===== config.mk =====
export PLATFORM = sky130hd
export DESIGN_NAME = pc_fetch_unit
export DESIGN_NICKNAME = d
export VERILOG_FILES = /design/src/rtl/pc_fetch_unit.sv
export SDC_FILE = /design/constraint.sdc
export NUM_CORES = 1
export LEC_CHECK = 0
export CORE_MARGIN = 1
export CORE_UTILIZATION = 42
export CTS_BUF_LIST = sky130_fd_sc_hd__clkbuf_2 sky130_fd_sc_hd__clkbuf_4 sky130_fd_sc_hd__clkbuf_8
export DETAILED_ROUTE_END_ITERATION = 7
export PLACE_DENSITY = 0.86
export RECOVER_POWER = 25
export SLEW_MARGIN = 25
export SYNTH_ARGS = -nofsm -noshare
export SYNTH_HDL_FRONTEND = slang
export SYNTH_SLANG_ARGS = --single-unit
export TNS_END_PERCENT = 1

===== constraint.sdc =====
create_clock -name clk -period 10.5 [get_ports clk]
set_input_delay 1.575 -clock clk [delete_from_list [all_inputs] [get_ports clk]]
set_output_delay 1.575 -clock clk [all_outputs]
set_load 0.02 [all_outputs]

===== src/rtl/pc_fetch_unit.sv =====
// pc_fetch_unit: instruction-fetch front end.
// Owns the PC and the req/ack handshake to instruction memory, and holds one
// fetched instruction in an output slot for decode.
//
// Handshake summary: imem_req asserts in S_FETCH when the output slot is free
// or freeing (!instr_valid || !stall) and then stays high with a stable
// imem_addr until imem_ack. In S_DROP it stays high on the abandoned address
// until that fetch completes. imem_ack is only taken while imem_req=1. The
// slot is consumed on any cycle with instr_valid && !stall.
//
// Optional feature macro: FETCH_ALIGN_CHECK_EN
//   defined   : misaligned redirect targets are forced to a word boundary and
//               align_err pulses for one cycle after the redirect.
//   undefined : redirect_pc is loaded unchanged and align_err is tied low.
module pc_fetch_unit #(
  parameter logic [31:0] RESET_PC = 32'h0000_0000
) (
  input  logic        clk,
  input  logic        rst,
  output logic [31:0] pc,
  input  logic [31:0] seq_pc,
  input  logic        redirect_valid,
  input  logic [31:0] redirect_pc,
  input  logic        stall,
  output logic        imem_req,
  output logic [31:0] imem_addr,
  input  logic        imem_ack,
  input  logic [31:0] imem_rdata,
  output logic        instr_valid,
  output logic [31:0] instr,
  output logic [31:0] instr_pc,
  output logic        align_err
);

  typedef enum logic [1:0] {
    S_IDLE  = 2'd0,
    S_FETCH = 2'd1,
    S_DROP  = 2'd2
  } state_t;

  state_t      state_q, state_d;
  logic [31:0] pc_q, pc_d;
  logic        pending_q, pending_d;
  logic [31:0] drop_addr_q, drop_addr_d;
  logic        instr_valid_q, instr_valid_d;
  logic [31:0] instr_q, instr_d;
  logic [31:0] instr_pc_q, instr_pc_d;

  logic        slot_free;
  logic        req_fetch;
  logic        ack_fetch;
  logic        abandon;
  logic [31:0] redirect_target;

  // Request and acceptance qualifiers shared by the FSM and the datapath
  always_comb begin
    slot_free = !instr_valid_q || !stall;
    req_fetch = (state_q == S_FETCH) && (pending_q || slot_free);
    ack_fetch = req_fetch && imem_ack;
    // A redirect while a fetch is outstanding and not completing this cycle
    // leaves that fetch in flight; its data must be thrown away later.
    abandon   = redirect_valid && req_fetch && !imem_ack;
  end

`ifdef FETCH_ALIGN_CHECK_EN
  logic align_err_q, align_err_d;

  // Word-align redirect targets and flag the ones that needed it
  always_comb begin
    redirect_target = {redirect_pc[31:2], 2'b00};
    align_err_d     = redirect_valid && (redirect_pc[1:0] != 2'b00);
  end

  // One-cycle misalignment pulse register
  always_ff @(posedge clk or posedge rst) begin
    if (rst) begin
      align_err_q <= 1'b0;
    end else begin
      align_err_q <= align_err_d;
    end
  end

  assign align_err = align_err_q;
`else
  // Redirect targets are taken as given; no alignment reporting
  always_comb begin
    redirect_target = redirect_pc;
  end

  assign align_err = 1'b0;
`endif

  // FSM state register
  always_ff @(posedge clk or posedge rst) begin
    if (rst) begin
      state_q <= S_IDLE;
    end else begin
      state_q <= state_d;
    end
  end

  // FSM next-state: one idle bubble, then fetch; park in DROP on abandon
  always_comb begin
    state_d = state_q;
    unique case (state_q)
      S_IDLE:  state_d = S_FETCH;
      S_FETCH: if (abandon) state_d = S_DROP;
      S_DROP:  if (imem_ack) state_d = S_FETCH;
      default: state_d = S_IDLE;
    endcase
  end

  // FSM outputs: memory request and address
  always_comb begin
    imem_req  = req_fetch || (state_q == S_DROP);
    imem_addr = (state_q == S_DROP) ? drop_addr_q : pc_q;
  end

  // Datapath next-state: PC, pending bit, drop address and output slot
  always_comb begin
    pc_d          = pc_q;
    drop_addr_d   = drop_addr_q;
    instr_valid_d = instr_valid_q;
    instr_d       = instr_q;
    instr_pc_d    = instr_pc_q;
    // A request stays outstanding until acked; a redirect hands it to S_DROP.
    pending_d     = req_fetch && !imem_ack && !redirect_valid;

    if (redirect_valid) begin
      // Redirect wins over everything, including stall and a same-cycle ack.
      pc_d          = redirect_target;
      instr_valid_d = 1'b0;
      if (abandon) begin
        drop_addr_d = pc_q;
      end
    end else if (ack_fetch) begin
      instr_d       = imem_rdata;
      instr_pc_d    = pc_q;
      instr_valid_d = 1'b1;
      pc_d          = seq_pc;
    end else if (instr_valid_q && !stall) begin
      instr_valid_d = 1'b0;
    end
  end

  // Datapath registers
  always_ff @(posedge clk or posedge rst) begin
    if (rst) begin
      pc_q          <= RESET_PC;
      pending_q     <= 1'b0;
      drop_addr_q   <= RESET_PC;
      instr_valid_q <= 1'b0;
      instr_q       <= 32'h0;
      instr_pc_q    <= 32'h0;
    end else begin
      pc_q          <= pc_d;
      pending_q     <= pending_d;
      drop_addr_q   <= drop_addr_d;
      instr_valid_q <= instr_valid_d;
      instr_q       <= instr_d;
      instr_pc_q    <= instr_pc_d;
    end
  end

  assign pc          = pc_q;
  assign instr_valid = instr_valid_q;
  assign instr       = instr_q;
  assign instr_pc    = instr_pc_q;

endmodule


# After elaboration in Yosys (flattened, before gate mapping)
# Cells that the tools add are included.
[totals]
regBits = 132
elab_cells = 41
in_bits = 101
out_inout_bits = 131
[classes]
muxes = 9
reduce_logical = 20
n_eq_ne = 4
bitwise_logic = 1
[ops]
columns = ["op", "count"]
rows = [
  ["$mux 32", 3],
  ["$logic_and 1x1->1", 7],
  ["$pmux 2 s3", 1],
  ["$reduce_and 2->1", 3],
  ["$logic_not 1->1", 4],
  ["$mux 2", 2],
  ["$ne 2x2->1 const B", 2],
  ["$logic_or 1x1->1", 3],
  ["$mux 1", 3],
  ["$reduce_bool 3->1", 1],
  ["$eq 2x1->1 const B", 1],
  ["$eq 2x2->1 const B", 1],
  ["$logic_not 2->1", 1],
  ["$reduce_bool 2->1", 1],
  ["$not 1->1", 1],
]

# Logic depth before layout (Yosys ltp)
[depth]
depth_word = 8
ltp_mapped = 5
ltp_nobuf = 3

# Least setup slack after synthesis
# Ideal clock, no wire load.
[synth_path]
path_kind = "input to output"
startpoint = "input stall"
endpoint = "output imem_req"
n_path_buf = 1
required_time_ps = 8925
t_arrival_ps = 2335
slack_ps = 6590
cell_stages = 4
cell_sequence = "nand3b_1 > clkbuf_1 > nand2_1 > nand2_1"
[synth_between]
elab_chain_len = 5
[synth_lines]
columns = ["element", "line", "rtl"]
rows = [
  ["from (decl)", "24", "input logic stall,"],
  ["$logic_not 1->1", "57", "slot_free = !instr_valid_q || !stall;"],
  ["$logic_or 1x1->1", "57", ""],
  ["$logic_or 1x1->1", "58", "req_fetch = (state_q == S_FETCH) && (pending_q || slot_free);"],
  ["$logic_and 1x1->1", "58", ""],
  ["$logic_or 1x1->1", "115", "imem_req = req_fetch || (state_q == S_DROP);"],
  ["to (decl)", "25", "output logic imem_req,"],
]
# No other way between the ends.

# Worst setup path in the final report
# Same ends and word-level chain as after synthesis.

==> run metrics <==
Hold-fix buffers, CTS 0; FF-to-FF End drop_addr_q[2]; RSZ-0062 raised after global routing no; Num Clock Sinks 132; largest cells by area after synthesis dfrtp_1 (56%), mux2_2 (21%), a41oi_1 (4.9%), mux2_1 (3.6%), nor2b_1 (3.5%); GRT Overall Usage 22.9%; routed wire length per instance 18.4 um; largest net degree at the start of global routing 75; Total Neg Setup Slack 0 ns; post-route ant nets 0; Post-Syn Area 0.00587 mm2; Worst R2R Start instr_valid; Clock power frac 20.2%; maximum capacitance violations 3; 1st-iter DRT viols 212; Max VDD drop 0.148 mV; total grt overflow 0; start point of the critical path stall; post_cts resized 0; first-pass GRT wire length 25.5 mm; CP Capture Point imem_req; final instance area 0.00868 mm2; critical path's top delay family buffers and inverters; clock skew 0.00973 ns; PortBufs 230; clk slew on worst S/H paths 0.07 ns; flops & latches, synth 132; Critical Path Most Common Cell nand2_1; slowest cell on the critical path clkbuf_1; vias in the first global route 4,949; Pwr Density 252 mW/mm2; Worst EP arrival 4.43 ns; Synth Warn # 0; first-pass iteration count of the detailed router 5; internal power 1440 uW; initial antenna violation count 0; Total Nets Final 767; via count 4,625; flop2flop setup slack 6.63 ns; Via density 5.41; clock buffer depth 2; Worst slew margin -75.0%; share of the synthesized area in the top cell type 56.3%; slowest stage delay, CP 1.24 ns; Routed WL 15.7 mm; register area share after synthesis 56.3%; logic gate share of total power 42.0%; failing checks max-capacitance violations, max-slew violations; leading area contributor after synthesis dfrtp_1; Final Hold Violating Endpoints 0; row cnt 42; placed cell count 823; die area 0.0144 mm2; worst reg2reg path depth 5; crit path cell chain dlygate4sd3_1 > nand3b_1 > clkbuf_1 > nand2_1 > nand2_1 > clkdlybuf4s50_1; DP Area 0.00827 mm2; filler cell count 1,055; CP startpoint kind primary input; Post-CTS Setup Bufs 0; worst min path class flop to flop; crit path capture type output pin; peak fanout along the critical path 36; CTS tree done; Initial Util 43.6%; layout cells sized above 1 22.5%; core area 0.0135 mm2; outcome complete, but fails checks; cts bufs inserted 17; syn avg cell area 13.1 um2; Final setup violation count 0; clock root buffer clkbuf_8; WS Path Type primary input to output pin; min Tclk post-route 6.00 ns; DRC viols 0; leakage 0.00342 uW; worst-margin pin slew 2.61 ns; Worst-Skew Late Latency 0.43 ns; Mapped Nets 548; Post-Synthesis Cells 447; die width 120 um; Bufs and invs on worst path 3; H-Tree Depth 4; Crit path required time 8.93 ns; HPWL after DPL 10.7 mm; Distinct cells, synth 21; Area Growth Syn to Fin 47.9%; Levels on crit path 6; Reg power frac 37.8%; Ports 232; diodes inserted 0; Slew Limit Fails 134; f_max 0.167 GHz; non-filler cells in the finished layout 855; Placer Congestion 0.813; net load switching power 746 uW; hold_sp instr_pc[22]; Die H 120 um; post-route clock period utilization 57.2%; fraction of power spent switching nets 34.1%
[area by class of cell]
class                   count  area (um2)  area share [%]
inverters                   3        12.5           0.144
well taps                 176         220            2.54
repair buffers            239        2370            27.3
clock buffers              19         255            2.94
flip-flops and latches    132        3300            38.1
multi-input cells         273        2360            27.2
clock inverters            13         158            1.82
[power by group through the flow]
stage / Sequential [uW] / Combinational (uW) / Clock [uW]
after floorplan: 983 / 324 / 0
after global placement: 821 / 901 / 0
after detailed placement: 838 / 926 / 0
after CTS: 830 / 929 / 453
after global routing: 858 / 974 / 473
final: 828 / 919 / 443
[registers in the layout (all words and copies together), names as in the netlist]
name and count:
instr_valid 1, pending_q 1, pc 32, instr 32
drop_addr_q 32, state_q 2, instr_pc 32
[per-stage QoR]
stage | util [%] | hold WS (ns) | total power (uW) | setup WS, ns
floorplan | - | 0.475 | 1310 | 5.40
global placement | 61.4 | 0.466 | 1720 | 5.63
detailed placement | 61.5 | 0.475 | 1760 | 5.57
CTS | 64.6 | 0.491 | 2210 | 5.56
global route | 64.5 | 0.503 | 2300 | 4.29
finish | 64.5 | 0.486 | 2190 | 4.50
[synth_stat cells]
cell	n
a21oi_1	34
a2bb2oi_1	1
a41oi_1	33
and3b_1	1
buf_2	5
buf_4	1
buf_6	6
clkbuf_1	27
conb_1	1
dfrtp_1	132
inv_1	3
mux2_1	19
mux2_2	109
nand2_1	4
nand3_1	1
nand3b_1	2
nand4_1	1
nor2b_1	33
nor3_1	1
nor3_4	1
o21ai_0	32
[worst min-delay path by stage]
stage | to | cells after the start | slack, ns
6_report | instr_pc[22] | 1 | 0.49
5_1_grt | instr[20] | 1 | 0.50
3_3_place_gp | instr[12] | 1 | 0.47
3_5_place_dp | instr[20] | 1 | 0.47
4_1_cts | instr_pc[22] | 1 | 0.49
2_1_floorplan | drop_addr_q[30] | 1 | 0.48
[per-layer routing]
metal | track usage (%) | vias up | wire, um
met3 | 5.00 | 32 | 1050
met5 | 0 | - | 0
met4 | 10.5 | 0 | 416
li1 | - | 2073 | -
met2 | 39.2 | 218 | 8120
met1 | 27.5 | 2302 | 6160
[cells by family after synthesis]
family / after synthesis / share of synthesized area (%)
AOI/OAI and AO/OA: 100 / 10.7
DFF: 132 / 56.3
buffers and inverters: 42 / 3.63
other: 1 / 0.0639
and+or+nand+nor: 44 / 4.73
muxes: 128 / 24.6
[cell usage in the layout (no fill, tap or decap), types with 2 or more instances in the layout]
| master | instances |
|---|---|
| mux2_2 | 109 |
| a21oi_1 | 34 |
| bufinv_16 | 3 |
| buf_4 | 5 |
| clkbuf_1 | 2 |
| nand2_1 | 3 |
| a41oi_1 | 33 |
| clkbuf_8 | 18 |
| dfrtp_1 | 132 |
| nor2b_1 | 32 |
| clkinvlp_4 | 4 |
| o21ai_0 | 32 |
| inv_1 | 2 |
| nand3b_1 | 2 |
| clkdlybuf4s50_1 | 227 |
| mux2_1 | 19 |
| dlygate4sd3_1 | 2 |
| clkinv_2 | 4 |
(Power assumes the default switching activity.)
